===== config.mk =====
export PLATFORM = sky130hd
export DESIGN_NAME = s_core_loader
export DESIGN_NICKNAME = d
export VERILOG_FILES = /design/src/rtl/s_core_loader_pkg.sv /design/src/rtl/s_core_loader_byte_assembler.sv /design/src/rtl/s_core_loader.sv
export SDC_FILE = /design/constraint.sdc
export NUM_CORES = 1
export LEC_CHECK = 0
export CAP_MARGIN = 20
export CORE_UTILIZATION = 42
export CTS_CLUSTER_SIZE = 40
export DETAILED_ROUTE_END_ITERATION = 7
export PLACE_DENSITY = 0.66
export SKIP_CTS_REPAIR_TIMING = 1
export SYNTH_ARGS = -nofsm -noshare
export SYNTH_HDL_FRONTEND = slang
export SYNTH_HIERARCHICAL = 1
export SYNTH_SLANG_ARGS = --single-unit

===== constraint.sdc =====
create_clock -name clk -period 2.6 [get_ports clk]
set_clock_uncertainty 0.1 [all_clocks]
set_input_delay 0.26 -clock clk [delete_from_list [all_inputs] [get_ports clk]]
set_output_delay 0.26 -clock clk [all_outputs]
set_load 0.02 [all_outputs]

===== src/rtl/s_core_loader_pkg.sv =====
// -----------------------------------------------------------------------------
// s_core_loader_pkg
// Shared definitions for the s_core boot loader: frame command codes, the
// loader FSM state encoding, the decoded operation kept for the frame being
// parsed, and the sticky error codes reported on o_err.
// -----------------------------------------------------------------------------
package s_core_loader_pkg;

  // Command byte values that open a frame.
  localparam logic [7:0] CMD_IMEM = 8'h01;
  localparam logic [7:0] CMD_REG  = 8'h02;
  localparam logic [7:0] CMD_RUN  = 8'h03;
  localparam logic [7:0] CMD_HALT = 8'h04;

  typedef enum logic [2:0] {
    ST_IDLE,
    ST_ADDR,
    ST_DATA,
    ST_CSUM,
    ST_WRITE,
    ST_RUN
  } state_t;

  // Decoded command of the frame in flight.
  typedef enum logic [1:0] {
    OP_IMEM,
    OP_REG,
    OP_RUN,
    OP_HALT
  } op_t;

  typedef enum logic [1:0] {
    ERR_NONE = 2'b00,
    ERR_CMD  = 2'b01,
    ERR_CSUM = 2'b10
  } err_t;

endpackage


===== src/rtl/s_core_loader_byte_assembler.sv =====
// -----------------------------------------------------------------------------
// byte_assembler
// Collects up to four stream bytes into a 32-bit little-endian word: the first
// byte lands in [7:0], the next in [15:8] and so on.
//
// Ports
//   clk       core clock
//   rst       synchronous, active-high reset
//   clear     restart the field (frame start)
//   push      insert byte_in at the current byte position
//   byte_in   stream byte
//   last_idx  index of the final byte of the field (0 = 1 byte, 3 = 4 bytes)
//   word      assembled field
//   done      the byte being pushed now completes the field
// -----------------------------------------------------------------------------
module byte_assembler (
  input  logic        clk,
  input  logic        rst,
  input  logic        clear,
  input  logic        push,
  input  logic [7:0]  byte_in,
  input  logic [1:0]  last_idx,
  output logic [31:0] word,
  output logic        done
);

  logic [1:0] cnt_q;

  // NOTE: state is updated with non-blocking assignments so every register
  // samples the values from before the clock edge, independent of statement order.
  always_ff @(posedge clk) begin
    if (rst || clear) begin
      cnt_q <= 2'd0;
      word  <= 32'd0;
    end else if (push) begin
      word[{cnt_q, 3'b000} +: 8] <= byte_in;
      cnt_q                      <= cnt_q + 2'd1;
    end
  end

  // Qualified by push so the FSM can move on in the same cycle the last byte
  // transfers, keeping one byte per cycle throughput.
  assign done = push && (cnt_q == last_idx);

endmodule


===== src/rtl/s_core_loader.sv =====
// -----------------------------------------------------------------------------
// s_core_loader
// Boot loader in front of s_core's setup port. Parses checksummed command
// frames from a valid/ready byte stream and produces instruction-memory and
// register-file load writes, the start PC and the setup (load mode) level.
//
// Ports
//   clk, rst_n                 clock; rst_n is a synchronous ACTIVE-HIGH reset
//                              (name shared with s_core)
//   i_rx_data/valid, o_rx_ready  byte stream handshake
//   o_inst_mem_addr/data, o_inst_we  instruction load write (one-cycle strobe)
//   o_load_reg_addr/data, o_reg_we   register load write (one-cycle strobe)
//   o_pc_instr_start_addr      start PC latched by a RUN frame
//   o_setup                    1 = core held in load mode
//   o_err                      sticky error: 01 bad command, 10 bad checksum
//   o_frame_cnt                count of good frames (wraps)
// -----------------------------------------------------------------------------
module s_core_loader
  import s_core_loader_pkg::*;
#(
  parameter int CNT_W = 16
) (
  input  logic             clk,
  input  logic             rst_n,
  input  logic [7:0]       i_rx_data,
  input  logic             i_rx_valid,
  output logic             o_rx_ready,
  output logic [31:0]      o_inst_mem_addr,
  output logic [31:0]      o_inst_mem_data,
  output logic             o_inst_we,
  output logic [4:0]       o_load_reg_addr,
  output logic [31:0]      o_load_reg_data,
  output logic             o_reg_we,
  output logic [31:0]      o_pc_instr_start_addr,
  output logic             o_setup,
  output logic [1:0]       o_err,
  output logic [CNT_W-1:0] o_frame_cnt
);

  state_t      state_q, state_d;
  op_t         op_q, op_d;
  logic [7:0]  csum_q, csum_d;

  logic        xfer;
  logic        frame_start, addr_push, data_push;
  logic        csum_ok, csum_bad, cmd_bad;
  logic [1:0]  addr_last;
  logic [31:0] addr_word, data_word;
  logic        addr_done, data_done;

  // WRITE is the single bubble cycle per frame; nothing is accepted in reset.
  assign o_rx_ready = !rst_n && (state_q != ST_WRITE);
  assign xfer       = i_rx_valid && o_rx_ready;
  assign addr_last  = (op_q == OP_REG) ? 2'd0 : 2'd3;

  byte_assembler u_addr_asm (
    .clk      (clk),
    .rst      (rst_n),
    .clear    (frame_start),
    .push     (addr_push),
    .byte_in  (i_rx_data),
    .last_idx (addr_last),
    .word     (addr_word),
    .done     (addr_done)
  );

  byte_assembler u_data_asm (
    .clk      (clk),
    .rst      (rst_n),
    .clear    (frame_start),
    .push     (data_push),
    .byte_in  (i_rx_data),
    .last_idx (2'd3),
    .word     (data_word),
    .done     (data_done)
  );

  // NOTE: every signal written here gets a default first, so no path through
  // the case statement can leave one unassigned and infer a latch.
  always_comb begin
    state_d     = state_q;
    op_d        = op_q;
    csum_d      = csum_q;
    frame_start = 1'b0;
    addr_push   = 1'b0;
    data_push   = 1'b0;
    csum_ok     = 1'b0;
    csum_bad    = 1'b0;
    cmd_bad     = 1'b0;

    case (state_q)
      ST_IDLE: begin
        if (xfer) begin
          csum_d = i_rx_data;
          case (i_rx_data)
            CMD_IMEM: begin op_d = OP_IMEM; state_d = ST_ADDR; frame_start = 1'b1; end
            CMD_REG:  begin op_d = OP_REG;  state_d = ST_ADDR; frame_start = 1'b1; end
            CMD_RUN:  begin op_d = OP_RUN;  state_d = ST_ADDR; frame_start = 1'b1; end
            CMD_HALT: begin op_d = OP_HALT; state_d = ST_CSUM; frame_start = 1'b1; end
            default:  cmd_bad = 1'b1;
          endcase
        end
      end

      ST_ADDR: begin
        if (xfer) begin
          addr_push = 1'b1;
          csum_d    = csum_q ^ i_rx_data;
          if (addr_done) state_d = (op_q == OP_RUN) ? ST_CSUM : ST_DATA;
        end
      end

      ST_DATA: begin
        if (xfer) begin
          data_push = 1'b1;
          csum_d    = csum_q ^ i_rx_data;
          if (data_done) state_d = ST_CSUM;
        end
      end

      ST_CSUM: begin
        if (xfer) begin
          if (i_rx_data == csum_q) begin
            csum_ok = 1'b1;
            state_d = ST_WRITE;
          end else begin
            csum_bad = 1'b1;
            // A corrupted HALT leaves a running core running.
            state_d  = o_setup ? ST_IDLE : ST_RUN;
          end
        end
      end

      ST_WRITE: state_d = (op_q == OP_RUN) ? ST_RUN : ST_IDLE;

      ST_RUN: begin
        if (xfer) begin
          if (i_rx_data == CMD_HALT) begin
            op_d        = OP_HALT;
            csum_d      = i_rx_data;
            frame_start = 1'b1;
            state_d     = ST_CSUM;
          end else begin
            cmd_bad = 1'b1;
          end
        end
      end

      default: state_d = ST_IDLE;
    endcase
  end

  // Outputs are updated on the edge where a good checksum byte transfers, so
  // they become visible during the WRITE bubble cycle.
  always_ff @(posedge clk) begin
    if (rst_n) begin
      state_q               <= ST_IDLE;
      op_q                  <= OP_IMEM;
      csum_q                <= 8'd0;
      o_inst_mem_addr       <= 32'd0;
      o_inst_mem_data       <= 32'd0;
      o_inst_we             <= 1'b0;
      o_load_reg_addr       <= 5'd0;
      o_load_reg_data       <= 32'd0;
      o_reg_we              <= 1'b0;
      o_pc_instr_start_addr <= 32'd0;
      o_setup               <= 1'b1;
      o_err                 <= ERR_NONE;
      o_frame_cnt           <= '0;
    end else begin
      state_q   <= state_d;
      op_q      <= op_d;
      csum_q    <= csum_d;
      o_inst_we <= 1'b0;
      o_reg_we  <= 1'b0;

      if (cmd_bad)  o_err <= ERR_CMD;
      if (csum_bad) o_err <= ERR_CSUM;

      if (csum_ok) begin
        o_frame_cnt <= o_frame_cnt + CNT_W'(1);
        case (op_q)
          OP_IMEM: begin
            o_inst_mem_addr <= addr_word;
            o_inst_mem_data <= data_word;
            o_inst_we       <= 1'b1;
          end
          OP_REG: begin
            o_load_reg_addr <= addr_word[4:0];
            o_load_reg_data <= data_word;
            o_reg_we        <= 1'b1;
          end
          OP_RUN: begin
            o_pc_instr_start_addr <= addr_word;
            o_setup               <= 1'b0;
          end
          default: o_setup <= 1'b1;
        endcase
      end
    end
  end

endmodule


# ---- Word level (Yosys, flattened, before mapping)
# Index checks and enable logic that the tools add are counted.
dict set report word_totals {
  ff_bits 235
  latch_bits 0
  ramBits 0
  mem_bits_ro 0
  in_bits 11
  output_inout_bits 155
  mem_count 0
}
dict set report op_classes {
  n_addsub 5
  multipliers 0
  n_div 0
  n_lt_le_gt_ge 0
  eq_ne 26
  n_shift 4
  mux 51
  n_bitwise 3
  reduce_logical 24
}
# op count
set op_table {}
lappend op_table {{bitwise mux 32 bit} 2}
lappend op_table {{variable shift 8 x 7 -> 32 bit (first input constant)} 2}
lappend op_table {{indexed part select 8 x 7 -> 32 bit} 2}
lappend op_table {{two-way mux 3 bit} 11}
lappend op_table {{two-way mux 8 bit} 4}
lappend op_table {{one-hot mux 8 bit (3 select lines)} 1}
lappend op_table {{two-way mux 1 bit} 20}
lappend op_table {{one-hot mux 3 bit (6 select lines)} 1}
lappend op_table {{adder 16 x 1 -> 16 bit (second input constant)} 1}
lappend op_table {{equality test 8 x 2 -> 1 bit (second input constant)} 2}
lappend op_table {{!= test 2 bit (second input constant)} 8}
lappend op_table {{negator 5 -> 7 bit} 2}
lappend op_table {{two-way mux 2 bit} 6}
lappend op_table {{AND reduction 5 bit} 2}
lappend op_table {{AND reduction 9 bit} 1}
lappend op_table {{equality test 8 x 1 -> 1 bit (second input constant)} 1}
lappend op_table {{equality test 8 x 3 -> 1 bit (second input constant)} 1}
lappend op_table {{equality test 8 bit} 1}
lappend op_table {{one-hot mux 2 bit (4 select lines)} 1}
lappend op_table {{AND reduction 2 bit} 4}
lappend op_table {{OR reduction 2 bit} 4}
lappend op_table {{XOR 8 bit} 1}
lappend op_table {{equality test 3 x 2 -> 1 bit (second input constant)} 2}
lappend op_table {{equality test 3 bit (second input constant)} 2}
lappend op_table {{other kinds (21)} 31}

# ---- Longest topological paths before layout
# Gate-level depths: netlist of run 1.
dict set report logic_depth {
  ltp_word 9
  depth_mapped 11
  ltp_nobuf 8
}

# ---- By module
# Netlist of run 1, hierarchy kept.
# mod n_inst cells_each area_each_um2 seq_area_each_um2
set modules_own_cells {}
lappend modules_own_cells {s_core_loader 1 680 6675.2 3343.2}
lappend modules_own_cells {{byte_assembler at u_addr_asm} 1 149 1436.4 680.7}
lappend modules_own_cells {{byte_assembler at u_data_asm} 1 151 1403.8 680.7}

# ---- Least setup slack after synthesis of run 1
# No wires, ideal clock.
dict set report synth_path {
  kind {register to register}
  startpoint {register state_q[0]}
  endpoint {register state_q[0]}
  setup_ps 67
  arrival_ps 2165
  required_ps 2433
  slack_ps 268
  path_stages_with_launch 12
  path_buffers 3
  period_less_slack_ps 2332
  cell_sequence {dfxtp_1 -> buf_6 -> inv_1 -> nor4_1 -> buf_2 -> buf_2 -> inv_1 -> nor3_1 -> o221a_2 -> o2bb2ai_2 -> or3_4 -> o21ai_2}
}
dict set report synth_between {
  elab_chain_cells 8
  word_cells_on_any_way 25
  cone_classes {eq/ne (15); mux (4); reduce/logical (6)}
}
# element line_no
set synth_lines {}
lappend synth_lines {{start, declared} s_core_loader.sv:40} ;# state_t state_q, state_d;
lappend synth_lines {{start signal, assigned} s_core_loader.sv:171} ;# state_q <= state_d;
lappend synth_lines {{!= test 3 bit} s_core_loader.sv:52} ;# assign o_rx_ready = !rst_n && (state_q != ST_WRITE);
lappend synth_lines {{logical AND 1 bit} s_core_loader.sv:52}
lappend synth_lines {{logical AND 1 bit} s_core_loader.sv:53} ;# assign xfer = i_rx_valid && o_rx_ready;
lappend synth_lines {{two-way mux 1 bit} s_core_loader.sv:106} ;# if (xfer) begin
lappend synth_lines {{two-way mux 1 bit *} s_core_loader.sv:91} ;# case (state_q)
lappend synth_lines {{named net addr_push} s_core_loader.sv:45} ;# logic frame_start, addr_push, data_push;
lappend synth_lines {{logical AND 1 bit *} s_core_loader_byte_assembler.sv:43} ;# assign done = push && (cnt_q == last_idx);
lappend synth_lines {{named net addr_done} s_core_loader.sv:49} ;# logic addr_done, data_done;
lappend synth_lines {{!= test 2 bit (no source line) *} -}
lappend synth_lines {{AND reduction 9 bit (no source line) *} -}
# The timed path passes the listed nets; every way through them passes the cells marked *.
# A chain may end at the register's enable or synchronous reset.

# ---- Worst setup path after layout of run 1
dict set report layout_path {
  startpoint {register state_q[0]}
  endpoint {register o_load_reg_data[19]}
}
dict set report layout_between {
  elab_chain_cells 6
  word_cells_on_any_way 7
  cone_classes {eq/ne (2); mux (2); reduce/logical (3)}
}
# element line_no
set layout_lines {}
lappend layout_lines {{!= test 3 bit} s_core_loader.sv:52}
lappend layout_lines {{logical AND 1 bit} s_core_loader.sv:52}
lappend layout_lines {{logical AND 1 bit} s_core_loader.sv:53}
lappend layout_lines {{two-way mux 1 bit} s_core_loader.sv:122} ;# if (xfer) begin
lappend layout_lines {{two-way mux 1 bit *} s_core_loader.sv:91}
lappend layout_lines {{AND reduction 2 bit (no source line) *} -}
lappend layout_lines {{end signal, assigned} s_core_loader.sv:190} ;# o_load_reg_data <= data_word;
lappend layout_lines {{end, declared} s_core_loader.sv:32} ;# output logic [31:0] o_load_reg_data,
# Mark *: on every way between the ends. The rest lies on a longest branch, timed or not.

==> flow_results.xml, run 1 <==
<?xml version="1.0" encoding="UTF-8"?>
<metrics>
  <group name="die">
    <metric name="floorplan.die.width" unit="µm">153</metric>
    <metric name="floorplan.core_area" unit="mm²">0.0220</metric>
    <metric name="std_cell_rows" unit="">54</metric>
    <metric name="design.die.area" unit="mm²">0.0233</metric>
    <metric name="start_util" unit="%">43.2</metric>
    <metric name="dieHeight" unit="µm">153</metric>
    <metric name="number_of_top_level_pins" unit="">166</metric>
  </group>
  <group name="logic_synthesis">
    <metric name="post_synth_inst_count" unit="">980</metric>
    <metric name="post_synth_instance_area" unit="mm²">0.00952</metric>
    <metric name="synth_top_area_share" unit="%">49.4</metric>
    <metric name="ys_top_cells_by_area" unit="">dfxtp_1, mux2i_1, nor2_1</metric>
    <metric name="ys_seq_elements" unit="">235</metric>
    <metric name="synth_warnings" unit="">6</metric>
    <metric name="async_reset_ff_share" unit="%">0</metric>
    <metric name="dominantRegCellSynth" unit="">dfxtp_1</metric>
    <metric name="yosys_top_cell_by_area" unit="">dfxtp_1</metric>
    <metric name="synth.lib_cells_used.distinct" unit="">65</metric>
    <metric name="synth-edff-count" unit="">0</metric>
    <metric name="post_synth.cell_area_avg" unit="µm²">9.71</metric>
    <metric name="synth_sequential_area_ratio" unit="%">49.4</metric>
  </group>
  <group name="sta">
    <metric name="worst_slack" unit="ns">0.221</metric>
    <metric name="tightestPinTransition" unit="ns">0.759</metric>
    <metric name="holdWs" unit="ns">0.260</metric>
    <metric name="report.final.setup_viol" unit="">0</metric>
    <metric name="max_freq" unit="MHz">420</metric>
    <metric name="setup-tns-final" unit="ns">0</metric>
    <metric name="rsz0062_at_grt" unit="">false</metric>
    <metric name="timing.final.crit_share" unit="%">91.5</metric>
    <metric name="min_tclk_post_route" unit="ns">2.38</metric>
    <metric name="max_slew_margin" unit="%">49.4</metric>
    <metric name="slew_viol_final" unit="">0</metric>
    <metric name="report.final.hold_viol_count" unit="">0</metric>
  </group>
  <group name="placed_design">
    <metric name="numPlacedInstances" unit="">1404</metric>
    <metric name="placed_cell_area" unit="mm²">0.0116</metric>
    <metric name="detailed_place_hpwl" unit="µm">16400</metric>
    <metric name="pre_cts_ws" unit="ns">-0.0752</metric>
    <metric name="port_buffers" unit="">165</metric>
    <metric name="gpl.final_weighted_congestion" unit="">0.844</metric>
  </group>
  <group name="power">
    <metric name="p_leak" unit="nW">5.44</metric>
    <metric name="max-vdd-ir-drop" unit="µV">463</metric>
    <metric name="power.total" unit="mW">7.88</metric>
    <metric name="power_per_cell_area" unit="mW/mm²">631</metric>
  </group>
  <group name="setup_path">
    <metric name="cp_slowest_stage_delay" unit="ns">0.69</metric>
    <metric name="setup.worst_path.start_class" unit="">register</metric>
    <metric name="path_max_fanout" unit="">38</metric>
    <metric name="critical-path-slowest-cell" unit="">or4_2</metric>
    <metric name="critical_path_required" unit="ns">2.87</metric>
    <metric name="critPathCaptureType" unit="">register</metric>
    <metric name="critPathArrivalTime" unit="ns">2.65</metric>
    <metric name="criticalPathCategory" unit="">register to register</metric>
    <metric name="cp_cell_sequence" unit="">nand3b_4, or2_1, or4_2, buf_12, mux2i_1, nor2_1</metric>
  </group>
  <group name="final_layout">
    <metric name="fillers" unit="">1942</metric>
    <metric name="insertedDiodeCount" unit="">0</metric>
    <metric name="most_frequent_cells_in_the_layout" unit="">dfxtp_1, nor2_1, clkdlybuf4s50_1, mux2i_1, nand2_1</metric>
    <metric name="final_layout_size_suffix_gt1_share" unit="%">10.7</metric>
    <metric name="instances_no_fill" unit="">1449</metric>
    <metric name="postLayoutCoreUtil" unit="%">56.7</metric>
    <metric name="design.final.nets" unit="">1174</metric>
    <metric name="syn2layout_area_growth" unit="%">31.3</metric>
    <metric name="mostFrequentLayoutCell" unit="">dfxtp_1</metric>
    <metric name="final_design_area_no_fill" unit="mm²">0.0125</metric>
  </group>
  <group name="min_path">
    <metric name="timing.hold.worst.class" unit="">input pin to register</metric>
  </group>
  <group name="clock_tree">
    <metric name="cts_tree" unit="">done</metric>
    <metric name="clkTransAtPathRegs" unit="ns">0.06</metric>
    <metric name="htree_levels" unit="">1</metric>
    <metric name="later_pin_clock_latency_in_the_skew_report" unit="ns">0.52</metric>
    <metric name="clock_sinks" unit="">235</metric>
    <metric name="numCtsBuffers" unit="">26</metric>
    <metric name="cts-root-buf" unit="">clkbuf_16</metric>
    <metric name="clock_path_buffers" unit="">3</metric>
  </group>
  <group name="status">
    <metric name="violations" unit="">DRC</metric>
    <metric name="status" unit="">finished with violations</metric>
  </group>
  <group name="grt">
    <metric name="grt_pass1_vias" unit="">7454</metric>
    <metric name="grt_max_degree" unit="">168</metric>
    <metric name="globalRouteOverflowTotal" unit="">0</metric>
    <metric name="grt_util_all_layers" unit="%">21.2</metric>
    <metric name="wire_length_of_the_first_global_routing_pass" unit="µm">40200</metric>
    <metric name="antenna_found_initial" unit="">0</metric>
  </group>
  <group name="routing">
    <metric name="first_pass_iters" unit="">8</metric>
    <metric name="post_route_drc" unit="">10</metric>
    <metric name="post_drt_via_cell_ratio" unit="">5.33</metric>
    <metric name="drt_iter0_drc" unit="">487</metric>
    <metric name="post_drt_wl_per_cell" unit="µm">16.9</metric>
    <metric name="antenna_left" unit="">0</metric>
    <metric name="via_count" unit="">7718</metric>
    <metric name="drt_wl_total" unit="µm">24500</metric>
  </group>
  <group name="flow_run">
    <metric name="cap_viol_max_count" unit="">0</metric>
  </group>
</metrics>
[worst max-delay path, delay by kind of cell (launching register included)]
family                 cells  cell delay (ns)
buffers and inverters      1             0.22
flip-flops                 1             0.52
AND/OR/NAND/NOR            4             1.15
multiplexers               1             0.19
[cells by family (layout without fill, tap and decap cells)]
logic type	after synthesis	after routing	synth area share (%)
mux	135	135	14.2
other cells	1	2	0.0394
buf+inv	86	274	4.92
compound gates	140	140	10.1
simple gates	353	353	18.1
fa+ha+maj	11	11	1.45
flops	235	235	49.4
xor+xnor	19	19	1.75
[registers in the layout, indices dropped and copies added (netlist names)]
name,count
o_setup,1
o_inst_we,1
o_inst_mem_addr,32
op_q,2
o_pc_instr_start_addr,32
o_err,2
u_data_asm/word,32
u_addr_asm/cnt_q,2
o_inst_mem_data,32
o_reg_we,1
o_load_reg_addr,5
o_frame_cnt,16
csum_q,8
u_addr_asm/word,32
state_q,3
o_load_reg_data,32
u_data_asm/cnt_q,2
[path summary, 6_finish.rpt]
check,startpoint,endpoint,slack (ns),depth (start not counted)
max,state_q[0],o_load_reg_data[19],0.22,6
min,rst_n,o_inst_mem_addr[7],0.26,3
max reg2reg,state_q[0],o_load_reg_data[19],0.22,6
min reg2reg,u_addr_asm/word[30],u_addr_asm/word[30],0.37,2
[per-layer routing]
layer	GRT usage (%)	part of all wire [%]	vias up
met4	4.91	1.7	0
li1	-	-	3798
met1	28.0	46	3670
met3	4.10	6.0	30
met5	0	0	-
met2	35.6	47	220
[Yosys cell counts (3+ instances only)]
library cell	n
buf_6	11
nand2_1	61
mux2i_1	135
xnor2_1	15
o21ai_0	12
nor3_1	9
a32o_2	7
a32oi_1	24
dfxtp_1	235
nand3_1	10
and3_1	3
o211ai_1	9
o31ai_1	10
nand4_1	42
nor2_1	183
inv_1	16
ha_1	11
a21oi_1	58
buf_2	18
clkbuf_1	28
or4_1	13
xor2_1	4
buf_4	10
[power by group]
| part | switching [mW] | internal, mW |
|---|---|---|
| combinational | 0.149 | 0.0841 |
| sequential | 0.0105 | 3.61 |
| clock | 1.49 | 2.53 |
| total | 1.65 | 6.23 |
[final cells by class]
type,count,area [µm²],area share [%]
tap,280,350,2.80
clock inverter,15,236,1.89
sequential,235,4700,37.6
multi-input combinational,660,4360,34.8
timing repair buffer,213,2080,16.7
clock buffer,30,707,5.66
inverter,16,60.1,0.481
(Power assumes the default switching activity.)
==> run 2, diff against run 1 <==
GPL_TIMING_DRIVEN = 0   (was unset)
==> run 2 against run 1 <==
Effect of this change: the run still ends with DRC left; critical path type unchanged; die area unchanged; core utilization increased by 0.24 points; via count is 1.4% higher; first-iteration DRC count is 17% higher; largest cell class unchanged; global-route usage up 0.76 points.
==> flow_results.xml, run 2 (synthesis results as in run 1) <==
<?xml version="1.0" encoding="UTF-8"?>
<metrics>
  <group name="setup_path">
    <metric name="critical-path-slowest-cell" unit="">or3_4</metric>
    <metric name="critPathCaptureType" unit="">register</metric>
    <metric name="critical_path_required" unit="ns">2.96</metric>
    <metric name="setup.worst_path.start_class" unit="">register</metric>
    <metric name="path_max_fanout" unit="">10</metric>
    <metric name="cp_slowest_stage_delay" unit="ns">0.38</metric>
    <metric name="critPathArrivalTime" unit="ns">2.83</metric>
    <metric name="criticalPathCategory" unit="">register to register</metric>
    <metric name="cp_cell_sequence" unit="">buf_4, nor2_1, and3_2, clkbuf_2, and3_1, o221a_2, o2bb2ai_2, or3_4, o21ai_2</metric>
  </group>
  <group name="power">
    <metric name="max-vdd-ir-drop" unit="µV">428</metric>
    <metric name="power_switching" unit="mW">1.67</metric>
    <metric name="seq_power_share" unit="%">45.5</metric>
    <metric name="share_clk_of_total_power" unit="%">51.7</metric>
    <metric name="power_per_cell_area" unit="mW/mm²">633</metric>
    <metric name="switching_share" unit="%">21.1</metric>
    <metric name="comb_power_share" unit="%">2.8</metric>
    <metric name="p_leak" unit="nW">5.51</metric>
    <metric name="internal_power" unit="mW">6.28</metric>
  </group>
  <group name="clock_tree">
    <metric name="clock_path_buffers" unit="">3</metric>
    <metric name="numCtsBuffers" unit="">26</metric>
    <metric name="clock_sinks" unit="">235</metric>
    <metric name="htree_levels" unit="">1</metric>
    <metric name="later_pin_clock_latency_in_the_skew_report" unit="ns">0.53</metric>
    <metric name="clkTransAtPathRegs" unit="ns">0.06</metric>
    <metric name="cts-root-buf" unit="">clkbuf_16</metric>
    <metric name="cts_tree" unit="">done</metric>
  </group>
  <group name="final_layout">
    <metric name="fillers" unit="">1954</metric>
    <metric name="insertedDiodeCount" unit="">0</metric>
    <metric name="most_frequent_cells_in_the_layout" unit="">dfxtp_1, nor2_1, clkdlybuf4s50_1, mux2i_1, nand2_1</metric>
    <metric name="syn2layout_area_growth" unit="%">31.9</metric>
    <metric name="instances_no_fill" unit="">1474</metric>
    <metric name="final_layout_size_suffix_gt1_share" unit="%">10.7</metric>
    <metric name="design.final.nets" unit="">1196</metric>
    <metric name="mostFrequentLayoutCell" unit="">dfxtp_1</metric>
  </group>
  <group name="routing">
    <metric name="first_pass_iters" unit="">7</metric>
    <metric name="antenna_left" unit="">0</metric>
    <metric name="drt_wl_total" unit="µm">26000</metric>
    <metric name="drt_iter0_drc" unit="">568</metric>
    <metric name="via_count" unit="">7827</metric>
    <metric name="post_route_drc" unit="">13</metric>
    <metric name="post_drt_via_cell_ratio" unit="">5.31</metric>
    <metric name="post_drt_wl_per_cell" unit="µm">17.6</metric>
  </group>
  <group name="sta">
    <metric name="slew_viol_final" unit="">0</metric>
    <metric name="holdWs" unit="ns">0.174</metric>
    <metric name="min_tclk_post_route" unit="ns">2.47</metric>
    <metric name="report.final.hold_viol_count" unit="">0</metric>
    <metric name="report.final.setup_viol" unit="">0</metric>
    <metric name="rsz0062_at_grt" unit="">false</metric>
    <metric name="max_freq" unit="MHz">405</metric>
    <metric name="timing.final.crit_share" unit="%">95.0</metric>
    <metric name="max_slew_margin" unit="%">43.2</metric>
    <metric name="tightestPinTransition" unit="ns">0.851</metric>
  </group>
  <group name="placed_design">
    <metric name="gpl.final_weighted_congestion" unit="">0.853</metric>
    <metric name="numPlacedInstances" unit="">1426</metric>
    <metric name="detailed_place_hpwl" unit="µm">18100</metric>
    <metric name="port_buffers" unit="">165</metric>
  </group>
  <group name="die">
    <metric name="floorplan.core_area" unit="mm²">0.0220</metric>
    <metric name="number_of_top_level_pins" unit="">166</metric>
    <metric name="dieHeight" unit="µm">153</metric>
    <metric name="std_cell_rows" unit="">54</metric>
    <metric name="start_util" unit="%">43.2</metric>
    <metric name="design.die.area" unit="mm²">0.0233</metric>
    <metric name="floorplan.die.width" unit="µm">153</metric>
  </group>
  <group name="grt">
    <metric name="globalRouteOverflowTotal" unit="">0</metric>
    <metric name="wire_length_of_the_first_global_routing_pass" unit="µm">40900</metric>
    <metric name="grt_pass1_vias" unit="">7430</metric>
    <metric name="grt_util_all_layers" unit="%">21.9</metric>
    <metric name="grt_max_degree" unit="">15</metric>
    <metric name="antenna_found_initial" unit="">0</metric>
  </group>
  <group name="status">
    <metric name="status" unit="">finished with violations</metric>
    <metric name="violations" unit="">DRC</metric>
  </group>
  <group name="min_path">
    <metric name="timing.hold.worst.class" unit="">input pin to register</metric>
  </group>
  <group name="flow_run">
    <metric name="cap_viol_max_count" unit="">0</metric>
  </group>
</metrics>
-- run 2: cell count changes in the layout (fill, tap and decap cells not counted), moves of 2 or more --
cell and delta:
clkbuf_1 +24, buf_6 +12, nor3_1 -2, nor3_2 +2, or4_2 -2, clkinvlp_4 -2, buf_2 +16, or4_1 +2
buf_12 -6, clkbuf_8 +4, buf_4 -31, dlymetal6s2s_1 +7, clkbuf_2 +7, clkdlybuf4s50_1 -7
-- run 2: worst max-delay path, delay by kind of cell, from the launching register on --
kind                   cells  cell delay (ns)
and+or+nand+nor            4             1.08
DFF                        1             0.36
buffers and inverters      2             0.43
AOI/OAI and AO/OA          3             0.42
-- run 2: power groups by stage --
stage          registers [mW]  clock network [mW]  logic (mW)
6_report                 3.62                4.11       0.221
5_1_grt                  3.62                4.31       0.238
4_1_cts                  3.62                4.16       0.221
3_5_place_dp             3.70                   0       0.220
3_3_place_gp             3.70                   0       0.217
2_1_floorplan            3.70                   0       0.116
-- run 2: worst paths after layout --
check / slack [ns] / from / cells after the start / endpoint
worst max-delay path: 0.13 / state_q[2] / 9 / state_q[0]
worst min-delay path: 0.17 / i_rx_data[2] / 3 / u_data_asm/word[2]
worst max register to register: 0.13 / state_q[2] / 9 / state_q[0]
worst min register to register: 0.37 / u_data_asm/word[0] / 2 / u_data_asm/word[0]
-- run 2: cell type report --
cell class / count / area, µm² / area share [%]
inverter: 16 / 60.1 / 0.478
sequential: 235 / 4710 / 37.5
clock inverter: 14 / 238 / 1.89
tap: 280 / 350 / 2.79
multi-input combinational: 660 / 4360 / 34.8
timing repair buffer: 166 / 1670 / 13.3
buffer: 69 / 422 / 3.36
clock buffer: 34 / 741 / 5.90
-- run 2: layer usage --
| layer | global-route usage (%) | wire (µm) | vias up |
|---|---|---|---|
| met1 | 30.7 | 12300 | 3713 |
| met5 | 0 | 0 | - |
| met2 | 35.0 | 11700 | 220 |
| li1 | - | - | 3853 |
| met4 | 6.11 | 581 | 0 |
| met3 | 3.30 | 1430 | 41 |
-- run 2: metrics by stage --
step | util (%) | setup TNS, ns | instance area [µm²] | setup slack [ns] | power [mW]
4_1_cts | 56.7 | -28.10 | 12500 | -0.935 | 8.00
5_1_grt | 57.0 | 0 | 12600 | 0.0309 | 8.17
3_3_place_gp | 52.3 | -142.17 | 11500 | -0.943 | 3.92
6_report | 57.0 | 0 | 12600 | 0.130 | 7.95
2_1_floorplan | - | 0 | 9520 | 0.268 | 3.81
3_5_place_dp | 52.3 | -145.74 | 11500 | -0.919 | 3.92
==> edit 1 (config.mk and constraints of run 1) <==
`CNT_W`: 16 -> 32.
--- a/src/rtl/s_core_loader.sv
+++ b/src/rtl/s_core_loader.sv
@@ -18,7 +18,7 @@
 module s_core_loader
   import s_core_loader_pkg::*;
 #(
-  parameter int CNT_W = 16
+  parameter int CNT_W = 32
 ) (
   input  logic             clk,
   input  logic             rst_n,
Interface: changed (resized o_frame_cnt); port bits go from 166 to 182. No check against the original RTL was run, so the function may have changed too.
==> edit 1 against run 1 <==
Synthesized cell count grew 11%. Final cell count grew 11%. Wire length is 6.4% higher. Power increased by 1.5%. Cell area increased by 7.2%. Sequential cell count up 16. Worst setup slack lost 30 ps. Area after synthesis up 7.3%. Maximum frequency decreased by 1.2%.
==> edit 1: results (changes against run 1) <==
run_status:
  status: "completed"  # was finished with violations
critical_path:
  r2r_end: "u_addr_asm/word[23]"  # was o_load_reg_data[19]
  timing.rr.start: "state_q[2]"  # was state_q[0]
  timing.reg2reg.setup_slack_ps: 260  # was 220 ps
  cp_max_fo: 14  # was 38
  critPathArrivalTime_ps: 2050  # was 2650 ps
placed_design:
  place_area_um2: 12500  # was 11600 um^2
  dp_hpwl_mm: 17.1  # was 16.4 mm
  gp_congestion: 0.822  # was 0.844
  io_buffers: 181  # was 165
synth:
  synthTopCellsByArea: "dfxtp_1, mux2i_1, nor2_1"  # unchanged
  yosys-top-cells-count: "dfxtp_1, nor2_1, mux2i_1, a21oi_1, nand2_1"  # was dfxtp_1, nor2_1, mux2i_1, nand2_1, a21oi_1
  ys_seq_area_share_pct: 49.2  # was 49.4%
  yosysUniqueCellTypes: 57  # was 65
  syn_inst: 1085  # was 980
cts:
  cts_buffers: 27  # was 26
timing:
  max_slew.worst_pin.slew_ps: 904  # was 759 ps
  whs_ps: 194  # was 260 ps
global_route:
  grt_pass1_wl_mm: 41.7  # was 40.2 mm
  gr-usage-all-layers_pct: 20.8  # was 21.2%
  antenna_found_initial: 3  # was 0
  first_global_vias: 8003  # was 7454
  grt_max_degree: 186  # was 168
drt:
  dr.pass1.iters: 5  # was 8
  viasPerCell: 5.32  # was 5.33
  topRoutingLayerUsed: "met5"  # was met4
  met3_length_mm: 1.85  # was 1.48 mm
  wl_met2_mm: 11.9  # was 11.5 mm
  dr.first_iter.drc_count: 490  # was 487
  m1WireLength_mm: 11.7  # was 11.2 mm
  wl_per_cell_um: 16.2  # was 16.9 um
final_layout:
  final_layout_size_suffix_gt1_share_pct: 8.47  # was 10.7%
  layout.nets: 1290  # was 1174
  fin_cells: 1607  # was 1449
  multi_input_area_um2: 4770  # was 4360 um^2
  num-fill-cells: 2151  # was 1942
worst_hold_path:
  min_to: "u_addr_asm/cnt_q[1]"  # was o_inst_mem_addr[7]
  hold_depth: 6  # was 3
  hp-class: "input pin to flop"  # unchanged
power_and_ir_drop:
  vdd_drop_max_v: 0.000515  # was 0.000463 V
  p_leak_nw: 5.61  # was 5.44 nW
## edit 1: power breakdown
part | internal, W | total, W | leakage (nW) | switching, W
clock | 0.00232 | 0.00389 | 0.438 | 0.00157
combinational | 0.0000834 | 0.000244 | 3.15 | 0.000161
sequential | 0.00386 | 0.00387 | 2.02 | 0.0000103
total | 0.00626 | 0.00800 | 5.61 | 0.00174
## edit 1: layout make-up
class	instances	share of cell area (%)
clock inverter	14	1.23
timing repair buffer	230	16.7
clock buffer	34	5.54
antenna	1	0.0187
tap	319	2.98
sequential	251	37.5
multi-input combinational	744	35.6
inverter	14	0.392
## edit 1: how the worst max path moves through the flow
stage	start	to	slack, ps	depth (start not counted)
after detailed placement	i_rx_data[5]	csum_q[0]	-60	6
final	state_q[2]	o_rx_ready	190	4
after floorplan	state_q[0]	state_q[1]	60	12
after global routing	state_q[2]	o_rx_ready	50	4
after CTS	state_q[2]	u_addr_asm/word[23]	120	6
after global placement	i_rx_data[5]	csum_q[0]	-50	6
## edit 1: layer usage
metal  track usage, %  vias to the layer above
met3             5.09                       44
met1             27.3                     4037
met2             33.9                      231
met5                0                        -
met4             5.91                        4
li1                 -                     4226
## edit 1: logic make-up (layout without fill, tap and decap cells)
family,Yosys count,after routing,synth area share [%]
multiplexers,136,136,13.3
other,1,3,0.0367
AO/OA/AOI/OAI,172,172,10.7
flip-flops,251,251,49.2
XOR/XNOR,19,19,1.63
AND/OR/NAND/NOR,404,404,19.5
adder cells (fa/ha/maj),11,11,1.35
buffers and inverters,91,292,4.20
## edit 1: critical path: stages (launching register included)
cell             delay, ps
dfxtp_1                620
nand2b_1               130
nor2_1                 110
nor2_1                  40
clkdlybuf4s50_1        610
==> edit 2 (config.mk and constraints of run 1) <==
Made on the original files. `csum_q` no longer has a reset.
--- a/src/rtl/s_core_loader.sv
+++ b/src/rtl/s_core_loader.sv
@@ -156,7 +156,6 @@
     if (rst_n) begin
       state_q               <= ST_IDLE;
       op_q                  <= OP_IMEM;
-      csum_q                <= 8'd0;
       o_inst_mem_addr       <= 32'd0;
       o_inst_mem_data       <= 32'd0;
       o_inst_we             <= 1'b0;
@@ -170,7 +169,6 @@
     end else begin
       state_q   <= state_d;
       op_q      <= op_d;
-      csum_q    <= csum_d;
       o_inst_we <= 1'b0;
       o_reg_we  <= 1'b0;
 
@@ -200,5 +198,9 @@
     end
   end
 
+  always_ff @(posedge clk) begin
+    csum_q <= csum_d;
+  end
+
 endmodule
 
Formal check against the unedited RTL: no difference found for any inputs over 4 cycles, from zero or initial values and one cycle with rst_n high; that may be too few to reach the edited logic, so the function may still have changed.
==> edit 2 against run 1 <==
Sequential cell count did not move. Worst setup slack got worse by 68 ps. Area after synthesis fell by 1.4%. Combinational power fell by 6%. Non-clock buffer count rose by 7. Via count fell by 3.2%. Cell area fell by 0.80%. Wire length fell by 4.7%. Power fell by 4.1%. Critical path type is now flop to primary output. Largest power group unchanged.
==> edit 2: results (changes against run 1) <==
die:
  die_area_um2: 22900  # was 23300 um^2
global_route:
  antenna_found_initial: 1  # was 0
  first_global_vias: 6945  # was 7454
  gr-usage-all-layers_pct: 20.2  # was 21.2%
  grt_pass1_wl_mm: 36.9  # was 40.2 mm
  grt_max_degree: 97  # was 168
placed_design:
  dp_hpwl_mm: 16.1  # was 16.4 mm
  place_area_um2: 11500  # was 11600 um^2
  gp_congestion: 0.906  # was 0.844
  place_inst: 1383  # was 1404
critical_path:
  cpMaxStageDelayCell: "dfxtp_1"  # was or4_2
  crit_family: "flip-flops"  # was simple AND/OR/NAND/NOR gates
  cp_max_fo: 13  # was 38
drt:
  dr.first_iter.drc_count: 369  # was 487
  viasPerCell: 5.23  # was 5.33
final_layout:
  layout.nets: 1152  # was 1174
  final_layout_size_suffix_gt1_share_pct: 11.0  # was 10.7%
power_and_ir_drop:
  power_clock_w: 0.00371  # was 0.00403 W
  power_w: 0.00756  # was 0.00788 W
  vdd_drop_max_v: 0.000425  # was 0.000463 V
  internal-power_w: 0.00596  # was 0.00623 W
synth:
  yosys-top-cells-count: "dfxtp_1, nor2_1, mux2i_1, nand2_1, a21oi_1"  # unchanged
  synthTopCellsByArea: "dfxtp_1, mux2i_1, nor2_1"  # unchanged
cts:
  cts_buffers: 25  # was 26
run_status:
  status: "completed"  # was finished with violations
==> edit 2: per-layer routing <==
metal	global-route usage, %	vias up	wire, um
li1	-	3685	-
met1	29.0	3523	11100
met2	31.2	220	10500
met3	2.72	41	1240
met4	6.65	0	597
met5	0	-	0
==> edit 2: final timing paths <==
check,start,cells past startpoint,slack (ps),end
max,state_q[2],3,150,o_rx_ready
min,rst_n,3,290,o_inst_mem_addr[7]
max reg2reg,csum_q[4],7,180,o_frame_cnt[13]
min reg2reg,u_data_asm/word[2],2,370,u_data_asm/word[2]
==> edit 2: kinds of logic after synthesis <==
family / synth area share (%)
flops: 51.0
fa+ha+maj: 1.47
other cells: 0.0400
compound gates: 8.16
buf+inv: 4.03
simple gates: 18.2
mux: 14.7
xor+xnor: 2.43
==> edit 2: through the flow <==
stage / setup TNS (ps) / hold slack (ps) / setup WS (ps)
final: 0 / 288 / 153
after global routing: 0 / 340 / 0.238
after CTS: 0 / 297 / 114
after detailed placement: -1950 / 361 / -223
after global placement: -1350 / 359 / -200
after floorplan: 0 / 319 / 306
==> edit 2: worst register-to-register path, stage by stage, from the launching register on <==
cell and delay, ps:
edfxtp_1 430, xor2_1 240, nor4_1 460, buf_4 190, nand3_1 60, buf_4 190
or4_1 500, a21oi_1 170
==> edit 2: final cells by class <==
type                            instances  area (um^2)  share of cell area [%]
Antenna cell                            1         2.50                  0.0202
Inverter                               14         52.6                   0.424
Tap cell                              280          350                    2.83
Clock inverter                         10          135                    1.09
Timing Repair Buffer                  220         2110                    17.0
Sequential cell                       235         4780                    38.6
Clock buffer                           35          733                    5.91
Multi-Input combinational cell        634         4230                    34.1
